`src/rtl/ex_muldiv_ctrl_if.sv`:
```
// Handshake and result bundle between the EX stage and the mul/div/HI-LO unit.
// The EX stage (master) presents the op and operands; the unit (slave) returns
// the HI/LO contents, its busy/stall status and the divide-by-zero pulse.
interface ex_muldiv_ctrl_if #(
    parameter int WIDTH = 32
);
    logic [2:0]       EX_md_op;
    logic             EX_md_start;
    logic             EX_md_rd;
    logic             EX_flush;
    logic [WIDTH-1:0] EX_rs_val;
    logic [WIDTH-1:0] EX_rt_val;
    logic [WIDTH-1:0] EX_hi;
    logic [WIDTH-1:0] EX_lo;
    logic             EX_md_busy;
    logic             EX_md_stall;
    logic             EX_div_zero;

    modport master (
        output EX_md_op, EX_md_start, EX_md_rd, EX_flush, EX_rs_val, EX_rt_val,
        input  EX_hi, EX_lo, EX_md_busy, EX_md_stall, EX_div_zero
    );

    modport slave (
        input  EX_md_op, EX_md_start, EX_md_rd, EX_flush, EX_rs_val, EX_rt_val,
        output EX_hi, EX_lo, EX_md_busy, EX_md_stall, EX_div_zero
    );
endinterface

```
`src/rtl/ex_muldiv_ctrl.sv`:
```
// Execute-stage sequencer for the iterative multiply/divide unit and HI/LO.
// Multiply is one-bit-per-cycle shift-add on operand magnitudes, divide is
// restoring division; signs are reapplied in a single FIX cycle at the end.
module ex_muldiv_ctrl #(
    parameter int WIDTH = 32
) (
    input logic              clk,
    input logic              rst_n,
    ex_muldiv_ctrl_if.slave  bus
);
    localparam int CW = $clog2(WIDTH + 1);

    localparam logic [2:0] OP_MULT  = 3'b001;
    localparam logic [2:0] OP_MULTU = 3'b010;
    localparam logic [2:0] OP_DIV   = 3'b011;
    localparam logic [2:0] OP_DIVU  = 3'b100;
    localparam logic [2:0] OP_MTHI  = 3'b101;
    localparam logic [2:0] OP_MTLO  = 3'b110;

    typedef enum logic [1:0] {S_IDLE, S_MUL, S_DIV, S_FIX} state_t;

    state_t             r_state;
    logic [WIDTH-1:0]   r_hi;
    logic [WIDTH-1:0]   r_lo;
    logic [2*WIDTH-1:0] r_acc;
    logic [WIDTH-1:0]   r_opnd;
    logic [CW-1:0]      r_count;
    logic               r_isDiv;
    logic               r_negQ;
    logic               r_negR;
    logic               r_busy;
    logic               r_divZero;

    logic               w_isSigned;
    logic               w_rsNeg;
    logic               w_rtNeg;
    logic [WIDTH-1:0]   w_rsMag;
    logic [WIDTH-1:0]   w_rtMag;
    logic [WIDTH:0]     w_mulSum;
    logic [2*WIDTH-1:0] w_mulNext;
    logic [WIDTH:0]     w_remShift;
    logic               w_trialOk;
    logic [WIDTH-1:0]   w_diff;
    logic [2*WIDTH-1:0] w_divNext;
    logic [2*WIDTH-1:0] w_prod;
    logic [WIDTH-1:0]   w_quot;
    logic [WIDTH-1:0]   w_rem;

    // Operand magnitudes: only the signed ops fold negative inputs to abs value.
    assign w_isSigned = (bus.EX_md_op == OP_MULT) || (bus.EX_md_op == OP_DIV);
    assign w_rsNeg    = w_isSigned & bus.EX_rs_val[WIDTH-1];
    assign w_rtNeg    = w_isSigned & bus.EX_rt_val[WIDTH-1];
    assign w_rsMag    = w_rsNeg ? (-bus.EX_rs_val) : bus.EX_rs_val;
    assign w_rtMag    = w_rtNeg ? (-bus.EX_rt_val) : bus.EX_rt_val;

    // One multiply step: multiplier sits in the low half and shifts out; the
    // carry of the upper-half add shifts back into the top of the accumulator.
    assign w_mulSum  = {1'b0, r_acc[2*WIDTH-1:WIDTH]} + {1'b0, r_opnd};
    assign w_mulNext = r_acc[0] ? {w_mulSum, r_acc[WIDTH-1:1]}
                                : {1'b0, r_acc[2*WIDTH-1:1]};

    // One restoring-divide step: the shifted remainder needs WIDTH+1 bits, but
    // a successful difference is always below the divisor so WIDTH bits suffice.
    assign w_remShift = r_acc[2*WIDTH-1:WIDTH-1];
    assign w_trialOk  = (w_remShift >= {1'b0, r_opnd});
    assign w_diff     = w_remShift[WIDTH-1:0] - r_opnd;
    assign w_divNext  = w_trialOk ? {w_diff, r_acc[WIDTH-2:0], 1'b1}
                                  : {w_remShift[WIDTH-1:0], r_acc[WIDTH-2:0], 1'b0};

    // Sign fix-up for the FIX cycle; unsigned ops never set the negate flags.
    assign w_prod = r_negQ ? (-r_acc) : r_acc;
    assign w_quot = r_negQ ? (-r_acc[WIDTH-1:0]) : r_acc[WIDTH-1:0];
    assign w_rem  = r_negR ? (-r_acc[2*WIDTH-1:WIDTH]) : r_acc[2*WIDTH-1:WIDTH];

    assign bus.EX_hi       = r_hi;
    assign bus.EX_lo       = r_lo;
    assign bus.EX_md_busy  = r_busy;
    assign bus.EX_div_zero = r_divZero;
    assign bus.EX_md_stall = r_busy & (bus.EX_md_rd | bus.EX_md_start);

    // Sequencer: accepts ops in IDLE, iterates WIDTH times, commits in FIX.
    always_ff @(posedge clk or negedge rst_n) begin
        if (!rst_n) begin
            r_state   <= S_IDLE;
            r_hi      <= '0;
            r_lo      <= '0;
            r_acc     <= '0;
            r_opnd    <= '0;
            r_count   <= '0;
            r_isDiv   <= 1'b0;
            r_negQ    <= 1'b0;
            r_negR    <= 1'b0;
            r_busy    <= 1'b0;
            r_divZero <= 1'b0;
        end else begin
            r_divZero <= 1'b0;
            case (r_state)
                S_IDLE: begin
                    if (bus.EX_md_start && !bus.EX_flush) begin
                        case (bus.EX_md_op)
                            OP_MULT, OP_MULTU: begin
                                r_acc   <= {{WIDTH{1'b0}}, w_rtMag};
                                r_opnd  <= w_rsMag;
                                r_negQ  <= w_rsNeg ^ w_rtNeg;
                                r_negR  <= 1'b0;
                                r_isDiv <= 1'b0;
                                r_count <= CW'(WIDTH);
                                r_busy  <= 1'b1;
                                r_state <= S_MUL;
                            end
                            OP_DIV, OP_DIVU: begin
                                if (bus.EX_rt_val == '0) begin
                                    r_divZero <= 1'b1;
                                end else begin
                                    r_acc   <= {{WIDTH{1'b0}}, w_rsMag};
                                    r_opnd  <= w_rtMag;
                                    r_negQ  <= w_rsNeg ^ w_rtNeg;
                                    r_negR  <= w_rsNeg;
                                    r_isDiv <= 1'b1;
                                    r_count <= CW'(WIDTH);
                                    r_busy  <= 1'b1;
                                    r_state <= S_DIV;
                                end
                            end
                            OP_MTHI: r_hi <= bus.EX_rs_val;
                            OP_MTLO: r_lo <= bus.EX_rs_val;
                            default: ;
                        endcase
                    end
                end
                S_MUL, S_DIV: begin
                    if (bus.EX_flush) begin
                        r_state <= S_IDLE;
                        r_busy  <= 1'b0;
                    end else begin
                        r_acc   <= (r_state == S_MUL) ? w_mulNext : w_divNext;
                        r_count <= r_count - CW'(1);
                        if (r_count == CW'(1)) begin
                            r_state <= S_FIX;
                        end
                    end
                end
                S_FIX: begin
                    if (!bus.EX_flush) begin
                        if (r_isDiv) begin
                            r_hi <= w_rem;
                            r_lo <= w_quot;
                        end else begin
                            r_hi <= w_prod[2*WIDTH-1:WIDTH];
                            r_lo <= w_prod[WIDTH-1:0];
                        end
                    end
                    r_state <= S_IDLE;
                    r_busy  <= 1'b0;
                end
                default: begin
                    r_state <= S_IDLE;
                    r_busy  <= 1'b0;
                end
            endcase
        end
    end
endmodule

```
`src/flat_wrapper.sv`:
```
// flat-port wrapper written by rule: the top's interface ports become plain ports
module ex_muldiv_ctrl_flat 
#(
    parameter int WIDTH = 32
)
  (clk, rst_n, bus_EX_md_op, bus_EX_md_start, bus_EX_md_rd, bus_EX_flush, bus_EX_rs_val, bus_EX_rt_val, bus_EX_hi, bus_EX_lo, bus_EX_md_busy, bus_EX_md_stall, bus_EX_div_zero);
  ex_muldiv_ctrl_if #(.WIDTH(WIDTH)) bus_i ();
  input logic clk;
  input logic rst_n;
  input wire logic [$bits(bus_i.EX_md_op)-1:0] bus_EX_md_op;
  input wire logic [$bits(bus_i.EX_md_start)-1:0] bus_EX_md_start;
  input wire logic [$bits(bus_i.EX_md_rd)-1:0] bus_EX_md_rd;
  input wire logic [$bits(bus_i.EX_flush)-1:0] bus_EX_flush;
  input wire logic [$bits(bus_i.EX_rs_val)-1:0] bus_EX_rs_val;
  input wire logic [$bits(bus_i.EX_rt_val)-1:0] bus_EX_rt_val;
  output wire logic [$bits(bus_i.EX_hi)-1:0] bus_EX_hi;
  output wire logic [$bits(bus_i.EX_lo)-1:0] bus_EX_lo;
  output wire logic [$bits(bus_i.EX_md_busy)-1:0] bus_EX_md_busy;
  output wire logic [$bits(bus_i.EX_md_stall)-1:0] bus_EX_md_stall;
  output wire logic [$bits(bus_i.EX_div_zero)-1:0] bus_EX_div_zero;
  assign bus_i.EX_md_op = bus_EX_md_op;
  assign bus_i.EX_md_start = bus_EX_md_start;
  assign bus_i.EX_md_rd = bus_EX_md_rd;
  assign bus_i.EX_flush = bus_EX_flush;
  assign bus_i.EX_rs_val = bus_EX_rs_val;
  assign bus_i.EX_rt_val = bus_EX_rt_val;
  assign bus_EX_hi = bus_i.EX_hi;
  assign bus_EX_lo = bus_i.EX_lo;
  assign bus_EX_md_busy = bus_i.EX_md_busy;
  assign bus_EX_md_stall = bus_i.EX_md_stall;
  assign bus_EX_div_zero = bus_i.EX_div_zero;
  ex_muldiv_ctrl #(.WIDTH(WIDTH)) u_core (.clk(clk), .rst_n(rst_n), .bus(bus_i));
endmodule
```
`config.mk`:
```
export PLATFORM = sky130hd
export DESIGN_NAME = ex_muldiv_ctrl_flat
export DESIGN_NICKNAME = d
export VERILOG_FILES = /design/src/rtl/ex_muldiv_ctrl_if.sv /design/src/rtl/ex_muldiv_ctrl.sv /design/src/flat_wrapper.sv
export SDC_FILE = /design/constraint.sdc
export NUM_CORES = 1
export LEC_CHECK = 0
export ABC_AREA = 1
export CELL_PAD_IN_SITES_DETAIL_PLACEMENT = 1
export CELL_PAD_IN_SITES_GLOBAL_PLACEMENT = 2
export CORE_UTILIZATION = 35
export CTS_BUF_LIST = sky130_fd_sc_hd__clkbuf_8
export DETAILED_ROUTE_END_ITERATION = 12
export PLACE_DENSITY_LB_ADDON = 0.05
export SLEW_MARGIN = 20
export SYNTH_ARGS = -nofsm -noshare
export SYNTH_HDL_FRONTEND = slang
export SYNTH_SLANG_ARGS = --single-unit
```
`constraint.sdc`:
```
create_clock -name clk -period 5.04 [get_ports clk]
set_clock_uncertainty 0.05 [all_clocks]
set_input_delay 1.008 -clock clk [delete_from_list [all_inputs] [get_ports clk]]
set_output_delay 1.008 -clock clk [all_outputs]
set_load 0.1 [all_outputs]
```
Word level (Yosys, flattened, before mapping)
Cells that the tools add are included.
{"block": "word_totals", "register_bits": 173, "out_inout_bits": 67}
{"block": "op_classes", "addsub": 8, "n_lt_le_gt_ge": 1, "n_eq_ne": 20, "muxes": 50, "bitwise_logic": 5, "n_reduce_logical": 17}
{"operator": "64-bit 2-to-1 mux", "n": 7}
{"operator": "32-bit 2-to-1 mux", "n": 13}
{"operator": "64-bit case mux with 2 select lines", "n": 2}
{"operator": "32-bit case mux with 2 select lines", "n": 3}
{"operator": "32-bit negator", "n": 4}
{"operator": "64-bit negator", "n": 1}
{"operator": "32-bit by 32-bit adder with 33-bit output", "n": 1}
{"operator": "33-bit by 32-bit >= comparator with 1-bit output", "n": 1}
{"operator": "32-bit logical NOT", "n": 1}
{"operator": "32-bit subtractor", "n": 1}
{"operator": "6-bit case mux with 2 select lines", "n": 2}
{"operator": "4-bit AND reduction", "n": 5}
{"operator": "6-bit 2-to-1 mux", "n": 3}
{"operator": "2-bit != test, second input constant", "n": 6}
{"operator": "3-bit equality test, second input constant", "n": 3}
{"operator": "1-bit 2-to-1 mux", "n": 9}
{"operator": "2-bit 2-to-1 mux", "n": 4}
{"operator": "1-bit case mux with 2 select lines", "n": 4}
{"operator": "3-bit by 2-bit equality test with 1-bit output, second input constant", "n": 2}
{"operator": "6-bit by 1-bit equality test with 1-bit output, second input constant", "n": 1}
{"operator": "3-bit != test, second input constant", "n": 2}
{"operator": "2-bit case mux with 3 select lines", "n": 1}
{"operator": "2-bit nonzero test", "n": 3}
{"operator": "2-bit OR reduction", "n": 3}
{"operator": "other kinds (16)", "n": 19}

Longest topological paths before layout
{"block": "logic_depth", "ltp_word": 8, "depth_mapped": 18, "ltp_nobuf": 17}

Worst setup path after synthesis
OpenSTA, ideal clock, no wires.
{"block": "synth_path", "path_type": "register -> output", "startpoint": "reg u_core.r_busy, in the netlist u_core.bus.EX_md_busy", "endpoint": "out bus_EX_md_stall", "arrival_time_ns": 1.755, "setup_slack_ns": 2.227, "stages_incl_launch_ff": 2, "cell_sequence": "dfrtp_1 o21a_1"}
{"block": "synth_between", "elab_chain_cells": 1}
{"item": "start: declaration", "line_no": "ex_muldiv_ctrl.sv:31", "source": "logic r_busy;"}
{"item": "start signal: assignment", "line_no": "ex_muldiv_ctrl.sv:93", "source": "r_busy <= 1'b0;"}
{"item": "start signal: assignment", "line_no": "ex_muldiv_ctrl.sv:108", "source": "r_busy <= 1'b1;"}
{"item": "start signal: assignment", "line_no": "ex_muldiv_ctrl.sv:121", "source": "r_busy <= 1'b1;"}
{"item": "1-bit bitwise AND", "line_no": "ex_muldiv_ctrl.sv:79", "source": "assign bus.EX_md_stall = r_busy & (bus.EX_md_rd | bus.EX_md_start);"}
{"item": "end: declaration", "line_no": "flat_wrapper.sv:19", "source": "output wire logic [$bits(bus_i.EX_md_stall)-1:0] bus_EX_md_stall;"}
No other way between the ends.

Worst setup path in the final report
{"block": "layout_path", "startpoint": "reg u_core.r_state[1]", "endpoint": "reg u_core.r_count[4]"}
{"block": "layout_between", "elab_chain_cells": 4, "elab_cells_between_ends": 11, "classes_between": "eq/ne (6); mux (1); reduce/logical (4)"}
{"item": "start: declaration", "line_no": "ex_muldiv_ctrl.sv:22", "source": "state_t r_state;"}
{"item": "start signal: assignment", "line_no": "ex_muldiv_ctrl.sv:84", "source": "r_state <= S_IDLE;"}
{"item": "start signal: assignment", "line_no": "ex_muldiv_ctrl.sv:109", "source": "r_state <= S_MUL;"}
{"item": "start signal: assignment", "line_no": "ex_muldiv_ctrl.sv:122", "source": "r_state <= S_DIV;"}
{"item": "2-bit equality test or 2-bit by 1-bit equality test with 1-bit output (tied branches)", "line_no": "ex_muldiv_ctrl.sv:97", "source": "case (r_state)"}
{"item": "2-bit OR reduction", "line_no": "ex_muldiv_ctrl.sv:97"}
{"item": "2-bit != test (no source line) or 2-bit nonzero test (tied branches)"}
{"item": "5-bit AND reduction (no source line)"}
{"item": "end signal: assignment", "line_no": "ex_muldiv_ctrl.sv:107", "source": "r_count <= CW'(WIDTH);"}
{"item": "end signal: assignment", "line_no": "ex_muldiv_ctrl.sv:120", "source": "r_count <= CW'(WIDTH);"}
{"item": "end signal: assignment", "line_no": "ex_muldiv_ctrl.sv:137", "source": "r_count <= r_count - CW'(1);"}
{"item": "end: declaration", "line_no": "ex_muldiv_ctrl.sv:27", "source": "logic [CW-1:0] r_count;"}
Several ways; a longest one is shown, not always the timed one.
A chain may end at the register's enable or synchronous reset.

==> out/qor.txt <==
layout overhead on the synthesized area - 12.4%
outcome - finished, violations left
mux share of post-synthesis cell area - 0%
WP data arrival - 4.06 ns
WL/cell - 24.2 um
Core Area - 52,900 sq um
Slew Limit Fails - 0
Rows - 84
Rel. slew slack - 31.0%
layout cells sized above 1 - 3.35%
vias - 23,223
WL final - 99,100 um
routed vias/inst - 5.67
first-pass GRT wire length - 145,000 um
starting density of the core - 35.7%
Final Setup Violations - 0
Synth Area in XOR/XNOR - 2.42%
Tot GR Track Use - 36.2%
Clock transition at path regs - 0.11 ns
endpoints failing hold - 0
Syn Std Cell Area - 18,900 sq um
Root Driver - clkbuf_8
Die Ht - 234 um
CP endpoint kind - flop
CTS Sinks - 173
failing checks - design-rule violations
vias in the first global route - 23,149
Net Count, Synth - 3,467
CTS H-Tree Depth - 4
fmax - 0.276 GHz
VDD IR max - 0.405 mV
hold crit path type - primary input to asynchronous set/reset pin
post-synthesis simple-gate area fraction - 44.3%
Lkg Pwr - 0.0106 uW
Die Footprint - 54,800 sq um
post-synthesis cell type count - 44
CTS-repair resized insts - 0
# DRC - 6
largest family of logic cells by synthesized area - simple AND/OR/NAND/NOR gates
RSZ-0062 raised after global routing - no
most frequent cells in the layout - nand2_1, nor2_1, inv_1
fin util - 40.1%
Top FF cell, synth - dfrtp_1
FF-to-FF setup slack - 1.41 ns
Post-Synthesis Cells - 3,320
post-synthesis adder-cell area fraction - 5.06%
hpwl dp - 81,700 um
CTS Buffer Depth - 2
Async SR Flop Fraction - 100%
postcts setup bufs - 0
final setup TNS - 0 ns
Avg Cell Area, Syn - 5.68 sq um
CP Max Fanout - 34
initial antenna violation count - 1
CTS tree - built
largest net degree at the start of global routing - 86
routability cong. - 0.991
Worst setup SP type - flop
DR pass1 iterations - 9
Clock Latency Late Sink - 0.58 ns
post-synthesis compound-gate area fraction - 13.9%
flops & latches, synth - 173
I/O Buffers - 138
initial DRC count - 2,184
cts hold-fix bufs - 0
worst slew pin tran - 1.03 ns
CP Data Required Time - 5.47 ns
Seq/Total Area, Yosys - 23.0%
Synth warnings - 0
number of max-cap violations - 0
CTS buffer count - 17
Period minus WS final - 3.63 ns
Congestion Overflow GR - 0
Top Ports - 139
Final nets - 3,542
Power Dens Cells - 783 nW/um^2
period utilisation layout - 72.0%
number of synthesized flops with an enable pin - 0
WS Path Type - flop to flop
DIE WIDTH - 234 um
commonest non-fill, non-tap cell in the layout - nand2_1
Antenna Nets Post-Route - 0
## power breakdown
part	switching [uW]	internal (uW)	leakage (uW)
clock	661	456	0.000199
sequential	1010	2020	0.00208
combinational	9120	3320	0.00836
## worst max-delay path, stage by stage, from the launching register on
cell	delay, ns
dfrtp_1	0.42
inv_1	0.08
ha_1	0.72
inv_2	0.25
nor2_1	0.29
a21oi_1	0.09
nor2_2	0.17
nand3_4	0.39
inv_2	0.64
nand3_1	0.15
o21ai_0	0.20
nor2_1	0.06
## through the flow
stage               setup slack, ns  hold WS, ns  area, sq um  total power [uW]  std cells
detailed placement            0.897        0.436        20800             15200       4064
global route                   1.20        0.440        21200             17700       4096
CTS                            1.54        0.404        21200             16400       4096
finish                         1.41        0.383        21200             16600       4098
floorplan                      2.23        0.408        18900             11200       3320
global placement              0.948        0.423        20800             15000       4064
## metal layers
layer  vias to the layer above  share of wire, %  GRT usage (%)
li1                      10792                 -              -
met1                     11466                44           48.1
met2                       802                46           59.4
met3                       163               5.8           4.74
met4                         0               3.7           13.3
met5                         -                 0              0
## flip-flops by register name, indices dropped and copies added (netlist names)
register / count
u_core.r_acc: 64
u_core.bus.EX_hi: 32
u_core.bus.EX_lo: 32
u_core.r_opnd: 32
u_core.r_count: 6
u_core.r_state: 2
u_core.bus.EX_div_zero: 1
u_core.bus.EX_md_busy: 1
u_core.r_isDiv: 1
u_core.r_negQ: 1
u_core.r_negR: 1
## cell usage after synthesis (all sizes together) (4+ instances only)
| master | count | share of area [%] |
|---|---|---|
| nand4 | 31 | 1.0 |
| o211ai | 23 | 0.92 |
| dfrtp | 173 | 23 |
| clkbuf | 54 | 1.1 |
| nor3 | 23 | 0.61 |
| a21o | 5 | 0.20 |
| and2 | 4 | 0.13 |
| nand2 | 1061 | 21 |
| o21bai | 10 | 0.42 |
| o21a | 5 | 0.20 |
| a21boi | 12 | 0.48 |
| xor2 | 41 | 1.9 |
| nand3 | 407 | 11 |
| xnor2 | 11 | 0.51 |
| or2 | 14 | 0.46 |
| nand3b | 25 | 1.0 |
| a21oi | 176 | 4.7 |
| o21ai | 205 | 5.5 |
| ha | 73 | 4.8 |
| inv | 426 | 8.5 |
| nor2 | 433 | 8.8 |
| a31oi | 33 | 1.1 |
| a22oi | 5 | 0.20 |
| buf | 57 | 1.8 |
## final cells by class
| cell class | instances | area (sq um) |
|---|---|---|
| fillers | 7245 | 31700 |
| diodes | 2 | 5.00 |
| clock buffers | 17 | 234 |
| inverters | 428 | 1610 |
| flip-flops and latches | 173 | 4330 |
| multi-input cells | 2608 | 12400 |
| repair buffers | 167 | 1600 |
| clock inverters | 15 | 180 |
| well taps | 688 | 861 |
## final timing paths
check / end / cells after the start / startpoint
min in group clk: u_core.bus.EX_lo[25] / 2 / u_core.bus.EX_lo[25]
max in group asynchronous: u_core.r_negQ / 2 / rst_n
hold reg to reg: u_core.bus.EX_lo[25] / 2 / u_core.bus.EX_lo[25]
hold / removal: u_core.r_acc[59] / 1 / rst_n
setup / recovery: u_core.r_count[4] / 11 / u_core.r_state[1]
setup reg to reg: u_core.r_count[4] / 11 / u_core.r_state[1]
## kinds of logic (layout without fill, tap and decap cells)
family / count (synthesis) / in the layout
xor+xnor: 52 / 52
compound gates: 480 / 480
simple gates: 2001 / 2001
flops: 173 / 173
buf+inv: 539 / 627
fa+ha+maj: 75 / 75
other cells: 0 / 2
Power figures use the tool's default switching activity.
